### src/rtl/capture_sequencer.sv
// Frame capture sequencer: arm, wait for a settled ADC, holdoff, then edge trigger,
// stream DEPTH samples into one ping-pong half and swap halves when the host is idle.
module capture_sequencer #(
    parameter int unsigned DATA_WIDTH = 12,
    parameter int unsigned DEPTH      = 1024,
    parameter int unsigned ADDR_W     = 10,
    parameter int unsigned HOLD_W     = 16
) (
    input  logic                  clk,
    input  logic                  rst,
    input  logic                  arm,
    input  logic                  abort,
    input  logic                  single,
    input  logic                  trig_edge,
    input  logic [HOLD_W-1:0]     holdoff,
    input  logic                  stable,
    input  logic                  trig_in,
    input  logic                  sample_valid,
    input  logic [DATA_WIDTH-1:0] sample_data,
    input  logic                  host_busy,
    input  logic                  clr_overrun,
    output logic                  buf_we,
    output logic                  buf_sel,
    output logic [ADDR_W-1:0]     buf_addr,
    output logic [DATA_WIDTH-1:0] buf_wdata,
    output logic                  host_buf,
    output logic                  frame_ready,
    output logic                  frame_done,
    output logic                  overrun,
    output logic [2:0]            state
);

    typedef enum logic [2:0] {
        S_IDLE        = 3'd0,
        S_WAIT_STABLE = 3'd1,
        S_HOLDOFF     = 3'd2,
        S_WAIT_TRIG   = 3'd3,
        S_CAPTURE     = 3'd4,
        S_SWAP        = 3'd5
    } state_t;

    state_t                r_state;
    logic [ADDR_W-1:0]     r_cnt;
    logic [HOLD_W-1:0]     r_hold;
    logic                  r_trig_q;
    logic                  r_busy_q;
    logic                  r_buf_we;
    logic                  r_buf_sel;
    logic [ADDR_W-1:0]     r_buf_addr;
    logic [DATA_WIDTH-1:0] r_buf_wdata;
    logic                  r_frame_ready;
    logic                  r_frame_done;
    logic                  r_overrun;

    logic                  w_edge;
    logic                  w_busy_rise;

    assign w_edge      = trig_edge ? (r_trig_q & ~trig_in) : (~r_trig_q & trig_in);
    assign w_busy_rise = host_busy & ~r_busy_q;

    always_ff @(posedge clk) begin
        if (rst) begin
            r_state       <= S_IDLE;
            r_cnt         <= '0;
            r_hold        <= '0;
            r_trig_q      <= 1'b0;
            r_busy_q      <= 1'b0;
            r_buf_we      <= 1'b0;
            r_buf_sel     <= 1'b0;
            r_buf_addr    <= '0;
            r_buf_wdata   <= '0;
            r_frame_ready <= 1'b0;
            r_frame_done  <= 1'b0;
            r_overrun     <= 1'b0;
        end else begin
            r_trig_q     <= trig_in;
            r_busy_q     <= host_busy;
            r_buf_we     <= 1'b0;
            r_frame_done <= 1'b0;
            if (abort) begin
                r_state <= S_IDLE;
            end else begin
                // Clears come first so a coincident set further down takes precedence.
                if (w_busy_rise) r_frame_ready <= 1'b0;
                if (clr_overrun) r_overrun <= 1'b0;
                case (r_state)
                    S_IDLE: begin
                        if (arm) r_state <= S_WAIT_STABLE;
                    end
                    S_WAIT_STABLE: begin
                        if (stable) begin
                            r_hold  <= holdoff;
                            r_state <= (holdoff == '0) ? S_WAIT_TRIG : S_HOLDOFF;
                        end
                    end
                    S_HOLDOFF: begin
                        r_hold <= r_hold - 1'b1;
                        if (!stable)
                            r_state <= S_WAIT_STABLE;
                        else if (r_hold == HOLD_W'(1))
                            r_state <= S_WAIT_TRIG;
                    end
                    S_WAIT_TRIG: begin
                        if (!stable) begin
                            r_state <= S_WAIT_STABLE;
                        end else if (w_edge) begin
                            r_cnt   <= '0;
                            r_state <= S_CAPTURE;
                        end
                    end
                    S_CAPTURE: begin
                        if (sample_valid) begin
                            r_buf_we    <= 1'b1;
                            r_buf_addr  <= r_cnt;
                            r_buf_wdata <= sample_data;
                            r_cnt       <= r_cnt + 1'b1;
                            if (r_cnt == ADDR_W'(DEPTH - 1)) r_state <= S_SWAP;
                        end
                    end
                    S_SWAP: begin
                        if (host_busy) begin
                            if (sample_valid) r_overrun <= 1'b1;
                        end else begin
                            r_buf_sel     <= ~r_buf_sel;
                            r_frame_ready <= 1'b1;
                            r_frame_done  <= 1'b1;
                            if (single) begin
                                r_state <= S_IDLE;
                            end else begin
                                r_hold  <= holdoff;
                                r_state <= (holdoff == '0) ? S_WAIT_TRIG : S_HOLDOFF;
                            end
                        end
                    end
                    default: r_state <= S_IDLE;
                endcase
            end
        end
    end

    assign buf_we      = r_buf_we;
    assign buf_sel     = r_buf_sel;
    assign buf_addr    = r_buf_addr;
    assign buf_wdata   = r_buf_wdata;
    assign host_buf    = ~r_buf_sel;
    assign frame_ready = r_frame_ready;
    assign frame_done  = r_frame_done;
    assign overrun     = r_overrun;
    assign state       = r_state;

endmodule

### config.mk
export PLATFORM = sky130hd
export DESIGN_NAME = capture_sequencer
export DESIGN_NICKNAME = d
export VERILOG_FILES = /design/src/rtl/capture_sequencer.sv
export SDC_FILE = /design/constraint.sdc
export NUM_CORES = 1
export LEC_CHECK = 0
export ABC_AREA = 1
export BUFFER_PORTS_ARGS = -buffer_cell sky130_fd_sc_hd__buf_2
export CORE_MARGIN = 3
export CORE_UTILIZATION = 54
export DETAILED_ROUTE_END_ITERATION = 8
export PLACE_DENSITY = 0.83
export SKIP_CTS_REPAIR_TIMING = 1
export SKIP_LAST_GASP = 1
export SYNTH_ARGS = -nofsm -noshare
export SYNTH_HDL_FRONTEND = slang
export SYNTH_SLANG_ARGS = --single-unit
### constraint.sdc
create_clock -name clk -period 2.05 [get_ports clk]
set_input_delay 0.205 -clock clk [delete_from_list [all_inputs] [get_ports clk]]
set_output_delay 0.205 -clock clk [all_outputs]
set_load 0.005 [all_outputs]
==> results.sh, run 1 <==
export IMPL_outcome="finished clean"
export IMPL_synth_top_cell_area_share=0.3777
export IMPL_wirelength_um=7474
export IMPL_worst_pin_slew_ps=523.4
export IMPL_grt_pass1_vias=2848
export IMPL_cts_sinks=58
export IMPL_cpMostUsedCell="nand3_1"
export IMPL_fillers=477
export IMPL_drv_cap=0
export IMPL_synth_distinct_cells=33
export IMPL_cts_tree="yes"
export IMPL_clockBufferDepth=2
export IMPL_critPathKind="reg -> reg"
export IMPL_start_util=0.5798
export IMPL_synth_edf_count=0
export IMPL_clock_latency_ps=340
export IMPL_irDropWorstVdd_v=0.0005321
export IMPL_dp_worst_setup_slack_ps=273.5
export IMPL_fin_util=0.6940
export IMPL_seq_area_frac_synth=0.3777
export IMPL_route_met3_wl_um=513
export IMPL_highest_layer="met4"
export IMPL_worstSetupStartpointType="flip-flop"
export IMPL_grt_pass1_wl_um=12270
export IMPL_drive_gt1_frac=0.2018
export IMPL_synthSimpleGateAreaFrac=0.3643
export IMPL_fin_ws_ps=240.8
export IMPL_rsz0062_at_grt="no"
export IMPL_antenna_found_initial=0
export IMPL_synth_area_um2=3074
export IMPL_coreArea_um2=5303
export IMPL_synth_xor_area_frac=0.01140
export IMPL_die_h_um=81.45
export IMPL_path_max_fanout=10
export IMPL_worstHoldStart="trig_in"
export IMPL_min_path_type="in -> reg"
export IMPL_wl_per_cell_um=12.05
export IMPL_vias=3188
export IMPL_ant_nets=0
export IMPL_async_flop_share=0
export IMPL_drt_pass1_iter_count=5
export IMPL_numCtsBuffers=9
export IMPL_clock_root_buffer="clkbuf_8"
export IMPL_crit_arrival_ps=2030
export IMPL_cp_slowest_stage_delay_ps=600
export IMPL_min_period_ps=1809
export IMPL_tns_ps=0
export IMPL_dieArea_um2=6634
export IMPL_synth_top_area_cell="dfxtp_1"
export IMPL_slowest_stage="dfxtp_1"
export IMPL_regToRegSetupSlack_ps=240
export IMPL_drc_errors=0
export IMPL_nets=587
export IMPL_required_ps=2270
export IMPL_fp_dieW_um=81.45
export IMPL_synth_area_top_cells="dfxtp_1 38%, nand2_1 14%, nor2_1 11%"
export IMPL_yosysMostFrequentCell="nand2_1"
export IMPL_synth_cells=476
export IMPL_leakagePower_uw=0.001698
export IMPL_crit_family="simple AND/OR/NAND/NOR gates"
export IMPL_synth_fp_nets=518
export IMPL_grt_max_degree=30
export IMPL_fin_skew_ps=12.54
export IMPL_cts_max_level=3
export IMPL_synthFlopType="dfxtp_1"
export IMPL_avgSynthCellArea_um2=6.458
export IMPL_synth_fa_ha_area_frac=0.01221
export IMPL_diodes=0
export IMPL_ys_ff_latch=58
export IMPL_num_rows=26
export IMPL_synthMuxAreaShare=0
export IMPL_powerDensity_nw_per_um2=835.7
export IMPL_io_pins=70
export IMPL_yosysWarnings=0
export IMPL_wl_met1_um=3557
export IMPL_finalHoldViolCount=0
export IMPL_place_gp_congestion=0.9111
export IMPL_dpl_hpwl_um=5350
export IMPL_crit_start="state[1]"
export IMPL_netlist_top_cells_count="111 x nand2_1, 93 x nor2_1, 58 x dfxtp_1, 41 x o21ai_0, 37 x inv_1"
export IMPL_final_max_slew_viol_count=0
export IMPL_grt_use_total=0.2388
export IMPL_drt_iter0_drc=199
export IMPL_clk_pin_slew_ps=80
export IMPL_relSlewSlack=0.6498
export IMPL_synth_top_family_by_area="simple AND/OR/NAND/NOR gates"
export IMPL_r2r_start="state[1]"
export IMPL_drt_vias_per_instance=5.142
export IMPL_finalCritPeriodShare=0.8825
export IMPL_wl_met2_um=3280
export IMPL_max_freq_mhz=552.7
export IMPL_area_growth_pct=19.70
export IMPL_synth_compound_area_frac=0.1461
export IMPL_end_kind="flip-flop"
export IMPL_path_buf_inv=1
export IMPL_grt_overflow_total=0
export IMPL_setup_violations=0
export IMPL_port_buffers=69
export IMPL_cp_cell_sequence="nand3_1 > o21ai_1 > nand3b_1 > inv_1 > nand3_1 > nand2_1 > nor2_1"
==> kinds of logic (layout without fill, tap and decap cells) <==
logic type,after synthesis,in the layout
fa+ha+maj,3,3
simple gates,265,265
compound gates,85,85
buf+inv,61,135
flops,58,58
xor+xnor,4,4
==> cell type report <==
class / count / area, um^2 / area share
clock inverter: 6 / 88.84 / 0.02414
multi-input combinational: 357 / 1642 / 0.4461
sequential: 58 / 1161 / 0.3155
tap: 70 / 87.58 / 0.02380
inverter: 42 / 157.7 / 0.04284
timing repair buffer: 77 / 405.4 / 0.1102
clock buffer: 10 / 137.6 / 0.03740
==> routing by layer <==
layer	vias to the layer above	GRT usage
li1	1667	-
met1	1406	0.3208
met2	101	0.3567
met3	14	0.07018
met4	0	0.09966
met5	-	0
==> where the power goes <==
| part | internal [uW] | switching, uW | leakage [uW] |
|---|---|---|---|
| logic | 234 | 412 | 0.00112 |
| clock network | 719 | 482 | 0.000109 |
| registers | 1180 | 50.1 | 0.000469 |
| total | 2130 | 945 | 0.00170 |
==> registers in the layout, summed over array words and instances (netlist names) <==
name	cells
buf_we	1
frame_done	1
overrun	1
buf_sel	1
r_trig_q	1
buf_addr	10
r_hold	16
state	3
frame_ready	1
buf_wdata	12
r_cnt	10
r_busy_q	1
==> worst paths after layout <==
kind | endpoint | cells after the start
max | r_cnt[4] | 7
min | r_trig_q | 3
min reg2reg | buf_wdata[7] | 2
max reg2reg | r_cnt[4] | 7
==> stage by stage <==
step	instances	hold slack (ps)	total power [uW]	cell area [um^2]
CTS	620	76.78	3085	3680
detailed placement	604	440.4	1889	3453
global placement	604	438.7	1874	3453
finish	620	90.68	3075	3680
floorplan	476	341.1	1728	3074
global route	620	116.1	3256	3680
==> layout by cell type (no fill, tap or decap), types with 8 or more instances in the layout <==
cell	n
o21ai_0	41
dfxtp_1	58
clkbuf_8	10
inv_1	37
a21oi_1	33
nor2_1	93
buf_2	69
nand3_1	35
buf_4	8
nand2_1	111
==> worst min-delay path: cells and delay by family <==
family	cells	cell delay [ps]
buf+inv	2	120
simple gates	1	70
(Power assumes the default switching activity.)
==> inputs of run 2 (changes only) <==
--- a/config.mk
+++ b/config.mk
@@ -7,7 +7,6 @@
 export LEC_CHECK = 0
 export ABC_AREA = 1
 export BUFFER_PORTS_ARGS = -buffer_cell sky130_fd_sc_hd__buf_2
-export CORE_MARGIN = 3
 export CORE_UTILIZATION = 54
 export DETAILED_ROUTE_END_ITERATION = 8
 export PLACE_DENSITY = 0.83
==> constraint.sdc (replaced) <==
create_clock -name clk -period 2.05 [get_ports clk]
set_input_delay 0.205 -clock clk [delete_from_list [all_inputs] [get_ports clk]]
set_output_delay 0.205 -clock clk [all_outputs]
set_load 0.1 [all_outputs]
==> results.sh, run 2 (same netlist as run 1, synthesis figures left out) <==
export IMPL_p_int_uw=1882
export IMPL_irDropWorstVdd_v=0.0004110
export IMPL_drt_pass1_iter_count=5
export IMPL_worst_pin_slew_ps=691.4
export IMPL_antenna_found_initial=0
export IMPL_crit_start="r_cnt[0]"
export IMPL_dp_worst_setup_slack_ps=376.9
export IMPL_finalCritPeriodShare=0.8383
export IMPL_end_kind="flip-flop"
export IMPL_required_ps=2280
export IMPL_r2r_start="r_cnt[0]"
export IMPL_dpl_hpwl_um=5225
export IMPL_fin_skew_ps=13.19
export IMPL_rsz0062_at_grt="no"
export IMPL_nets=585
export IMPL_start_util=0.5583
export IMPL_tns_ps=0
export IMPL_coreArea_um2=5507
export IMPL_largest_register_ffs=16
export IMPL_min_path_type="in -> reg"
export IMPL_critPathKind="reg -> reg"
export IMPL_fp_dieW_um=77.45
export IMPL_place_gp_congestion=0.9166
export IMPL_grt_use_total=0.2602
export IMPL_grt_overflow_total=0
export IMPL_reg2reg_depth=10
export IMPL_clock_power_share=0.320
export IMPL_grt_pass1_vias=2911
export IMPL_p_sw_frac=0.3660
export IMPL_cts_sinks=58
export IMPL_clockBufferDepth=2
export IMPL_power_frac_comb=0.265
export IMPL_area_growth_pct=18.07
export IMPL_final_max_slew_viol_count=0
export IMPL_worstSetupStartpointType="flip-flop"
export IMPL_ant_nets=0
export IMPL_regToRegSetupSlack_ps=330
export IMPL_drt_vias_per_instance=5.181
export IMPL_cts_tree="yes"
export IMPL_relSlewSlack=0.5386
export IMPL_max_freq_mhz=581.9
export IMPL_wirelength_um=7265
export IMPL_clock_root_buffer="clkbuf_8"
export IMPL_vias=3212
export IMPL_powerDensity_nw_per_um2=817.7
export IMPL_top_register="r_hold"
export IMPL_io_pins=70
export IMPL_grt_pass1_wl_um=12570
export IMPL_num_rows=27
export IMPL_dieArea_um2=5999
export IMPL_cts_max_level=3
export IMPL_min_period_ps=1719
export IMPL_port_buffers=69
export IMPL_r2r_end="state[2]"
export IMPL_numCtsBuffers=9
export IMPL_drv_cap=0
export IMPL_path_max_fanout=7
export IMPL_diodes=0
export IMPL_finalHoldViolCount=0
export IMPL_outcome="finished clean"
export IMPL_clk_pin_slew_ps=80
export IMPL_worstHoldStart="trig_in"
export IMPL_fillers=517
export IMPL_drt_iter0_drc=263
export IMPL_leakagePower_uw=0.001668
export IMPL_fin_ws_ps=331.5
export IMPL_clock_latency_ps=340
export IMPL_hold_depth=3
export IMPL_p_seq_frac=0.414
export IMPL_final_common_cell="nand2_1"
export IMPL_mostFrequentLayoutCells="111 x nand2_1, 93 x nor2_1, 69 x buf_2"
export IMPL_drc_errors=0
export IMPL_grt_max_degree=30
export IMPL_drive_gt1_frac=0.2080
export IMPL_finalHoldWorstSlack_ps=109.1
export IMPL_wl_per_cell_um=11.72
export IMPL_crit_arrival_ps=1950
export IMPL_crit_path_end="state[2]"
export IMPL_switching_power_uw=1086
export IMPL_die_h_um=77.45
export IMPL_setup_violations=0
## run 2: cell count changes in the layout (fill, tap and decap cells not counted), moves of 2 or more
cell	previous run	this run
dfxtp_1	58	54
dfxtp_2	0	4
buf_4	8	6
clkinv_4	0	2
bufinv_16	2	0
## run 2: area by class of cell
class	instances	area, um^2	share of cell area
Sequential cell	58	1166	0.3213
Tap cell	72	90.09	0.02482
Timing Repair Buffer	75	390.4	0.1075
Clock inverter	6	42.54	0.01172
Multi-Input combinational cell	357	1642	0.4523
Inverter	42	161.4	0.04447
Clock buffer	10	137.6	0.03792
## run 2: worst max-delay path: stages, from the launching register on
cell	delay, ps
dfxtp_1	460
ha_1	260
nand3_1	130
nor2_1	120
nand2_1	60
nand2_1	60
nand3_1	110
nor2_1	220
nand2_1	90
nand2_1	70
nor2_1	30
## run 2: how the worst min path moves through the flow
stage / slack, ps / end
floorplan: 340 / r_trig_q
global placement: 430 / r_trig_q
detailed placement: 450 / r_trig_q
CTS: 100 / r_trig_q
global route: 110 / r_trig_q
finish: 110 / r_trig_q
## run 2: power groups by stage
stage                     logic [uW]  clock network [uW]  registers (uW)
after floorplan                  492                   0            1380
after global placement           765                   0            1250
after detailed placement         777                   0            1250
after CTS                        783                 963            1230
after global routing             885                1020            1240
final                            787                 951            1230
## run 2: routing by layer
layer,track usage,wire (um),vias up
met5,0,0,-
met4,0.1321,148,0
met3,0.04353,381,15
met2,0.4195,3424,109
met1,0.3338,3310,1421
li1,-,-,1667
## run 2: per-stage QoR
| step | power (uW) | area, um^2 | std cells | utilization |
|---|---|---|---|---|
| after floorplan | 1875 | 3083 | 476 | - |
| after global placement | 2016 | 3450 | 604 | 0.6264 |
| after detailed placement | 2031 | 3450 | 604 | 0.6264 |
| after CTS | 2974 | 3630 | 620 | 0.6592 |
| after global routing | 3140 | 3630 | 620 | 0.6592 |
| final | 2968 | 3630 | 620 | 0.6592 |
